===== src/rtl/key_xor_pipe.sv =====
// key_xor_pipe: round-key XOR stage with writable key bank and 1-cycle output register.
// Optional KEY_XOR_AUTO_ROUND_EN: round index from an internal auto-advancing counter.
module key_xor_pipe #(
   parameter int DATA_W   = 128,
   parameter int NUM_KEYS = 10,
   parameter int IDX_W    = $clog2(NUM_KEYS)
) (
   input  logic              clk,
   input  logic              rst,
   input  logic              key_we_i,
   input  logic [IDX_W-1:0]  key_addr_i,
   input  logic [DATA_W-1:0] key_data_i,
   input  logic              in_valid_i,
   output logic              in_ready_o,
   input  logic [DATA_W-1:0] in_data_i,
   input  logic [IDX_W-1:0]  in_round_i,
   input  logic              in_sop_i,
   output logic              out_valid_o,
   input  logic              out_ready_i,
   output logic [DATA_W-1:0] out_data_o,
   output logic [IDX_W-1:0]  out_round_o,
   output logic              out_err_o
);

   logic [DATA_W-1:0] keys_q [NUM_KEYS];
   logic              valid_q;
   logic [DATA_W-1:0] data_q;
   logic [IDX_W-1:0]  round_q;
   logic              err_q;

   logic              accept;
   logic [IDX_W-1:0]  idx;
   logic [DATA_W-1:0] key_sel;
   logic              idx_err;
   logic              unused_in;

   assign in_ready_o = !valid_q || out_ready_i;
   assign accept     = in_valid_i && in_ready_o;

`ifdef KEY_XOR_AUTO_ROUND_EN
   logic [IDX_W-1:0] cnt_q;
   logic [IDX_W-1:0] cnt_d;

   assign unused_in = ^in_round_i;

   // Index restarts at 0 on start-of-packet, else follows the counter.
   always_comb begin
      idx   = in_sop_i ? '0 : cnt_q;
      cnt_d = cnt_q;
      if (accept) begin
         if (int'(idx) == NUM_KEYS - 1) cnt_d = '0;
         else                           cnt_d = idx + IDX_W'(1);
      end
   end

   // Round counter advances only on accepted blocks.
   always_ff @(posedge clk or negedge rst) begin
      if (!rst) cnt_q <= '0;
      else      cnt_q <= cnt_d;
   end
`else
   assign unused_in = in_sop_i;
   assign idx       = in_round_i;
`endif

   // Key lookup; an out-of-range index selects zero and flags an error.
   always_comb begin
      key_sel = '0;
      idx_err = (int'(idx) >= NUM_KEYS);
      for (int k = 0; k < NUM_KEYS; k++) begin
         if (idx == IDX_W'(k)) key_sel = keys_q[k];
      end
   end

   // Key bank writes; out-of-range addresses match no entry and are dropped.
   always_ff @(posedge clk or negedge rst) begin
      if (!rst) begin
         for (int k = 0; k < NUM_KEYS; k++) keys_q[k] <= '0;
      end else if (key_we_i) begin
         for (int k = 0; k < NUM_KEYS; k++) begin
            if (key_addr_i == IDX_W'(k)) keys_q[k] <= key_data_i;
         end
      end
   end

   // Output register: load on accept, drop valid once consumed.
   always_ff @(posedge clk or negedge rst) begin
      if (!rst) begin
         valid_q <= 1'b0;
         data_q  <= '0;
         round_q <= '0;
         err_q   <= 1'b0;
      end else if (accept) begin
         valid_q <= 1'b1;
         data_q  <= in_data_i ^ key_sel;
         round_q <= idx;
         err_q   <= idx_err;
      end else if (out_ready_i) begin
         valid_q <= 1'b0;
      end
   end

   assign out_valid_o = valid_q;
   assign out_data_o  = data_q;
   assign out_round_o = round_q;
   assign out_err_o   = err_q;

endmodule


===== config.mk =====
export PLATFORM = sky130hd
export DESIGN_NAME = key_xor_pipe
export DESIGN_NICKNAME = d
export VERILOG_FILES = /design/src/rtl/key_xor_pipe.sv
export SDC_FILE = /design/constraint.sdc
export NUM_CORES = 2
export LEC_CHECK = 0
export ABC_AREA = 1
export CORE_UTILIZATION = 40
export DETAILED_ROUTE_END_ITERATION = 10
export GPL_ROUTABILITY_DRIVEN = 0
export PLACE_DENSITY = 0.68
export SLEW_MARGIN = 30
export SYNTH_ARGS = -nofsm -noshare
export SYNTH_HDL_FRONTEND = slang
export SYNTH_SLANG_ARGS = --single-unit
export TNS_END_PERCENT = 50

===== constraint.sdc =====
create_clock -name clk -period 1.8 [get_ports clk]
set_clock_uncertainty 0.05 [all_clocks]
set_input_delay 0.45 -clock clk [delete_from_list [all_inputs] [get_ports clk]]
set_output_delay 0.45 -clock clk [all_outputs]
set_load 0.02 [all_outputs]

==> Yosys cells after proc, flatten, opt, wreduce, memory -nomap -nowiden <==
Cells that the tools add are included.
{ "totals": {"wordCells": 62, "n_memories": 0, "latch_bits": 0, "regBits": 1414, "in_bits": 270, "rom_bits": 0, "output_inout_bits": 135, "ram_bits": 0} }
{ "op_classes": {"bitwise_logic": 1, "order_cmp": 1, "multipliers": 0, "eq_ne": 18, "reduce_logical": 16, "add_sub_neg": 0, "muxes": 12, "shift": 0, "n_div": 0} }
{ "op_table": {"columns": ["cell", "count"], "rows": [
  ["$mux 128", 10],
  ["$xor 128x128->128", 1],
  ["$eq 4x3->1 const B", 8],
  ["$reduce_and 2->1", 10],
  ["$eq 4x2->1 const B", 4],
  ["$eq 4x4->1 const B", 4],
  ["$eq 4x1->1 const B", 2],
  ["$logic_not 4->1", 2],
  ["$ge 4x4->1 const B", 1],
  ["$mux 1", 2],
  ["$reduce_bool 2->1", 1],
  ["$logic_and 1x1->1", 1],
  ["$logic_not 1->1", 1],
  ["$logic_or 1x1->1", 1]
]} }

==> Logic depth before layout (Yosys ltp) <==
{ "logic_depth": {"depth_word": 12, "ltp_mapped": 17} }

==> Worst setup path after synthesis <==
No wires, ideal clock.
{ "synth_path": {"path_kind": "in2reg", "start": "input in_round_i[3]", "end": "register data_q[107] (netlist: out_data_o[107])", "t_required_ns": 1.632, "slack_ns": -0.129, "setup_time_ns": 0.118, "stages": 12, "t_arrival_ns": 1.761, "cell_sequence": "nor2_2 -> buf_4 -> clkbuf_1 -> nand3_1 -> nand3_1 -> nand2_1 -> nand4_1 -> nand2_1 -> nand3_1 -> nand3_1 -> nand3_1 -> nand2_1"} }
{ "synth_between": {"elab_chain_cells": 12} }
{ "synth_rtl": {"columns": ["element", "line", "rtl"], "rows": [
  ["start: declaration", "16", "input logic [IDX_W-1:0] in_round_i,"],
  ["$logic_not 4->1", "71", "if (idx == IDX_W'(k)) key_sel = keys_q[k];"],
  ["$mux 128 (9 in a row)", "71", null],
  ["$mux 128 *", "71", null],
  ["$xor 128x128->128 *", "95", "data_q <= in_data_i ^ key_sel;"],
  ["end signal: assignment", "95", null],
  ["end: declaration", "27", "logic [DATA_W-1:0] data_q;"]
]} }
Mark *: on every way between the ends. The rest lies on a longest branch, timed or not.
A chain may end at the register's enable or synchronous reset.

==> Worst setup path after layout <==
{ "layout_path": {"start": "register data_q[61] (netlist: out_data_o[61])", "end": "output out_data_o[61]"} }
{ "layout_lines": {"columns": ["element", "line", "rtl"], "rows": [
  ["end: declaration", "20", "output logic [DATA_W-1:0] out_data_o,"]
]} }
No word-level cell between the ends.

==> metrics.md <==
| Metric | Value |
|---|---|
| Met3 Wirelength | `13.73 mm` |
| DR top layer | `met5` |
| Clock slew at reported path FFs | `approximately 0.06 ns` |
| Minimum clock period | `1.939 ns` |
| Count of final hold-check violations | `0` |
| Post-synthesis register bit count | `1414` |
| Crit Path Class | `reg -> out` |
| Initial antenna violation count | `12` |
| Worst-Margin Slew | `approximately 0.54 ns` |
| Largest family of logic cells by synthesized area | `simple AND/OR/NAND/NOR gates` |
| Outcome | `complete, but fails checks` |
| Pin count of the biggest net entering global routing | `100` |
| Critical-path top delay cell | `dfrtp_2` |
| GRT Total Usage | `24.94%` |
| Simple-gate share of the synthesized area | `24.65%` |
| Slew Limit Fails | `0` |
| Total Nets Final | `roughly 8900` |
| Crit path launch type | `register` |
| YS warnings | `0` |
| Tcrit/Tclk final | `107.7%` |
| CTS sink count | `~1400` |
| Clk root buf | `clkbuf_16` |
| Synth Instances | `between 8000 and 9000` |
| Buffer and inverter count on the worst path | `1` |
| Worst VDD drop | `~1000 uV` |
| GRT Residual Overflow | `0` |
| Seq/Total Area, Yosys | `a little under three fifths` |
| Element type at the critical path end | `output pin` |
| Number of synthesized flops with an enable pin | `0` |
| Failing checks | `setup timing` |
| DR vias | `between 50000 and 60000` |
| DRC | `0` |
| Syn Nets | `between 8000 and 9000` |
| Fill cell count | `around 14000` |
| Die height | `400.9 um` |
| Async set-reset flop share out of synthesis | `100.0%` |
| Detail Placement HPWL | `135.0 mm` |
| Worst Path Arrival | `~1.4 ns` |
| Die W | `between 400 and 500 um` |
| Compound-cell area share of the yosys netlist | `12.12%` |
| Core area | `~160000 sq um` |
| Most numerous cell in the Yosys netlist | `nand2_1` |
| Drt wl/cell | `roughly 19 um` |
| Syn Std Cell Area | `between 60000 and 70000 sq um` |
| Pwr Density | `around 1100 nW/um^2` |
| Layout cells sized above 1 | `between 10% and 20%` |
| Via density | `between 5 and 6` |
| Hold slack final | `between 0.09 and 0.1 ns` |
| Ys flop type | `dfrtp_1` |
| CP Cell Sequence | `buf_6` |
| Pleak | `around 0.039 uW` |
| Routed met2 length | `a little over 90 mm` |
| Critical Path Max Stage Delay | `approximately 0.46 ns` |
| Synth cell count leaders | `2721 x nand2_1, 1414 x dfrtp_1, 1237 x o21ai_0, 767 x inv_1, 613 x nand3_1` |
| Max Freq | `515.8 MHz` |
| DRT met1 WL | `91.50 mm` |
| Deepest clock path buffer count | `3` |
| ANT nets after route | `0` |
| Final setup violation count | `135` |
| First-pass GRT wire length | `around 320 mm` |
| CP top delay family | `flip-flops` |
| Biggest area consumer among synthesized cells | `dfrtp_1` |
| FF-to-FF setup slack | `between 0.1 and 0.15 ns` |
| Area fraction of the dominant cell type after synthesis | `about 56%` |
| Synth area leaders | `dfrtp_1 56%, nand2_1 16%, o21ai_0 9.7%, nand3_1 4.8%, inv_1 4.5%` |
| Post-synthesis cell type count | `24` |
| Mux cell area share after synthesis | `0%` |
| PortBufs | `just over 400` |
| Xor and xnor area share after synthesis | `0%` |
| Effective utilization at floorplan | `40.22%` |
| Number of global-route vias before repair | `roughly 55000` |
| Required @ worst endpoint | `around 1.3 ns` |
| Num CTS Buffers | `~150` |
| Setup WS pre-CTS | `-1.189 ns` |
| 1st-iter DRT viols | `~4900` |
| Clk_lat worst skew | `between 0.8 and 0.9 ns` |
| Register area | `35400 sq um` |
| Worst setup margin | `-0.1389 ns` |
| IO Pins | `a little over 400` |
| Post-synthesis area per instance | `7.930 sq um` |
| Relative slew slack | `about 64%` |
| Type of the most critical hold path | `in -> async` |
| Pwr Total | `about 89000 uW` |
| DRT Wirelength | `roughly 200 mm` |
| Max Cap Violations | `0` |
| Synth Area in Adders | `0%` |
| FP Rows | `~150` |
| Detailed Routing Iterations Pass 1 | `8` |
| RSZ-0062 raised after global routing | `yes` |
| CP max FO | `2` |
| CTS tree | `built` |
| Multi-input combinational cell area | `between 20000 and 25000 sq um` |
| H-tree Lvls | `4` |
| Die area | `about 160000 sq um` |
| Area grow syn2layout | `27.94%` |
==> metrics by stage <==
step                      util (%)  cell area [sq um]  TNS, ns  std cells
after global placement       47.22              74700  -614.13      10480
final                        51.46              81410   -8.227      10850
after detailed placement     47.22              74700  -625.80      10480
after CTS                    51.00              80680   -20.06      10810
after floorplan                  -              63720   -3.173       8024
after global routing         51.46              81410   -14.44      10850
==> cell families (layout without fill, tap and decap cells) <==
kind of cell           Yosys count  count (layout)
and+or+nand+nor               3799            3799
DFF                           1414            1414
AOI/OAI and AO/OA             1540            1540
buffers and inverters         1271            2022
other                            0               4
==> cells in the final DEF (no fill, tap or decap), types with 9 or more instances in the layout <==
cell and n:
nand2_1 2702, dfrtp_1 1405, o21ai_0 1227, inv_1 764
nand3_1 573, buf_4 313, a21oi_1 291, clkdlybuf4s50_1 263
buf_12 212, nor2_1 195, clkbuf_16 161, buf_6 153
nand4_1 120, or2_0 80, or2_2 46, clkbuf_1 41
clkbuf_8 38, nand3_2 34, clkinv_2 23, o21ai_1 19
nand2_2 15, nor2_4 14, clkinv_16 11, inv_6 10
dfrtp_2 9
==> layer usage <==
layer	vias up	GRT usage (%)
li1	26790	-
met1	27440	35.37
met2	2027	39.24
met3	320	3.844
met4	14	7.831
met5	-	0
==> area by class of cell <==
cell class | count | area share, %
Inverter | 774 | 3.607
Antenna cell | 4 | 0.01229
Timing Repair Buffer | 964 | 13.97
Sequential cell | 1414 | 43.48
Multi-Input combinational cell | 5339 | 29.30
Tap cell | 2072 | 3.184
Clock inverter | 50 | 0.8637
Clock buffer | 234 | 5.596
==> power by group <==
part / total [uW] / internal [uW] / switching [uW]
Sequential: 41900 / 38600 / 3320
Combinational: 14900 / 6310 / 8600
Clock: 32400 / 18500 / 13900
Total: 89200 / 63400 / 25900
==> final timing paths <==
| kind | start | to | cells after the start |
|---|---|---|---|
| worst max-delay path | out_data_o[61] | out_data_o[61] | 1 |
| worst min-delay path | rst | keys_q[889] | 2 |
| worst max register to register | out_valid_o | out_data_o[56] | 8 |
| worst min register to register | keys_q[998] | keys_q[998] | 2 |
| max in group asynchronous | rst | out_data_o[29] | 4 |
| min in group clk | key_data_i[11] | keys_q[267] | 3 |
==> flip-flops by register name (all words and copies together), names as in the netlist <==
name,cells
keys_q,1280
out_data_o,128
out_round_o,4
out_err_o,1
out_valid_o,1
==> repair_timing <==
item                                   4_1_cts  5_1_grt
endpoints found under the hold margin      741        0
buffers inserted                            45       33
pin swaps                                    5       22
resized for setup                          858       72
hold buffers                                 1        0
setup endpoints to repair                  263      263
cloned                                       0        6
Power figures use the tool's default switching activity.
==> patch, RTL diff (config.mk and constraints unchanged) <==
Change the parameter `NUM_KEYS` from 10 to 9.
--- a/src/rtl/key_xor_pipe.sv
+++ b/src/rtl/key_xor_pipe.sv
@@ -3,5 +3,5 @@
 module key_xor_pipe #(
    parameter int DATA_W   = 128,
-   parameter int NUM_KEYS = 10,
+   parameter int NUM_KEYS = 9,
    parameter int IDX_W    = $clog2(NUM_KEYS)
 ) (
Check against the original RTL: not settled (the Yosys comparison gave no result); the edit may change what the design does.
==> patch against the original RTL <==
The run still ends with negative setup slack left. Routed wire length decreased by 10%. Total power decreased by 9.1%. First-iteration DRC count down 6.9%. Synthesized area is 9.1% lower. Worst setup slack gained 0.032 ns. Final area down 9.7%. Die area decreased by 9.0%. Combinational power fell by 7%. Sequential cell count down 128. Global-route usage down 0.65 points.
==> patch: results (changes against the original RTL) <==
status=finished with violations (unchanged); failing checks=negative setup slack (unchanged); Syn Nets=7477 (was 8294); main area contributors after synthesis=dfrtp_1 56%, nand2_1 13%, o21ai_0 8.9% (was dfrtp_1 56%, nand2_1 16%, o21ai_0 9.7%); reg-to-reg endpoint=out_data_o[60] (was out_data_o[56]); CP max stage cell=dfrtp_2 (unchanged); gr usage total=0.243 (was 0.249); antenna violations before repair=10 (was 12); crit-path max cell delay=0.48 ns (was 0.46 ns); number of global-route vias before repair=48500 (was 54700); Initial DRC Count=4522 (was 4857); Clk Latency, worst-skew pair=0.78 ns (was 0.84 ns); min-delay worst type=in -> reg (was in -> async); CP arrival=1.41 ns (was 1.44 ns); dpl cells=9451 (was 10500); setup TNS=-2.44 ns (was -8.23 ns); Final setup viols=78 (was 135); Fill cells=13100 (was 14500); post-route setup slack=-0.107 ns (was -0.139 ns); Largest Register=keys_q (unchanged); Avg Inst Size Synth=8.03 um^2 (was 7.93 um^2); Vias/cell=5.21 (was 5.22); Post-Route Utilization=0.512 (was 0.515); top cell type's share of synthesized area=0.556 (about the same); reg2reg setup slack=0.19 ns (was 0.13 ns); worst slack at placement=-1.05 ns (was -1.19 ns); nets=8041 (was 8917); switching pwr=23300 uW (was 25900 uW); first-pass GRT wire length=279000 um (was 316000 um); Placed Instance Area=67600 um^2 (was 74700 um^2); port buffer count=403 (unchanged); final hold slack=0.0896 ns (was 0.0980 ns); Post-synth top cells=2003 x nand2_1, 1286 x dfrtp_1, 1032 x o21ai_0 (was 2721 x nand2_1, 1414 x dfrtp_1, 1237 x o21ai_0); Post-Route WL=182000 um (was 203000 um); library cells used by synthesis=22 (was 24); Pre-antenna DRT Iters=8 (unchanged); Worst Hold Path EP=out_round_o[2]; part of the power in registers=0.472 (was 0.470); combinational power=13800 uW (was 14900 uW); largest net degree at the start of global routing=109 (was 100); top_reg_cell synth=dfrtp_1 (unchanged); dpl hpwl=122000 um (was 135000 um); switching share of total power=0.287 (was 0.290); post-synthesis sequential area ratio=0.556 (about the same); Static Leak=0.0349 uW (was 0.0390 uW); Largest register FFs=1152 (was 1280); Post-Synth Adder-Cell Area=0 (unchanged); CTS Buffer Depth=3 (unchanged); Non-Filler Instances=9785 (was 10900); Synth Area in Compound Gates=0.113 (was 0.121); Num CTS Buffers=143 (was 154); number of cells on the worst reg-to-reg path=8 (unchanged); max_slew headroom=0.587 (was 0.639); share of layout cells above drive strength 1=0.122 (was 0.124); Max IR drop VDD=0.682 mV (was 1.00 mV)
-- patch: routing by layer --
layer / global-route usage / vias to the layer above / routed length, um / share of wire
li1: - / 24200 / - / -
met1: 0.339 / 24500 / 79200 / 0.43
met2: 0.382 / 1918 / 83300 / 0.46
met3: 0.0463 / 306 / 13900 / 0.076
met4: 0.0751 / 8 / 5620 / 0.031
met5: 0 / - / 46 / 0.00025
-- patch: layout make-up --
| cell class | count | share of cell area |
|---|---|---|
| Timing Repair inverter | 2 | 0.000272 |
| Sequential cell | 1286 | 0.438 |
| Multi-Input combinational cell | 4748 | 0.290 |
| Clock inverter | 49 | 0.00670 |
| Tap cell | 1903 | 0.0324 |
| Antenna cell | 2 | 0.0000681 |
| Timing Repair Buffer | 872 | 0.139 |
| Clock buffer | 205 | 0.0564 |
| Inverter | 718 | 0.0374 |
-- patch: worst max path at each step --
stage | startpoint | end | cells past startpoint
detailed placement | in_round_i[3] | out_data_o[38] | 15
global placement | in_round_i[3] | out_data_o[38] | 15
CTS | out_data_o[85] | out_data_o[85] | 1
floorplan | in_round_i[0] | out_data_o[54] | 11
global route | out_err_o | out_err_o | 1
finish | out_err_o | out_err_o | 1
-- patch: timing repair --
action	in CTS	in global routing
resized for setup	838	68
cloned	0	15
endpoints found under the hold margin	914	0
setup buffers	36	28
pin swaps	6	23
hold buffers	1	0
setup endpoints to repair	262	300
-- patch: cells by family after synthesis --
kind of cell	after synthesis
and+or+nand+nor	3439
AOI/OAI and AO/OA	1309
DFF	1286
buffers and inverters	1173
-- patch: worst min-delay path, stage by stage --
cell,delay [ns]
dlymetal6s2s_1,0.14
inv_1,0.09
buf_4,0.10
o21ai_0,0.08
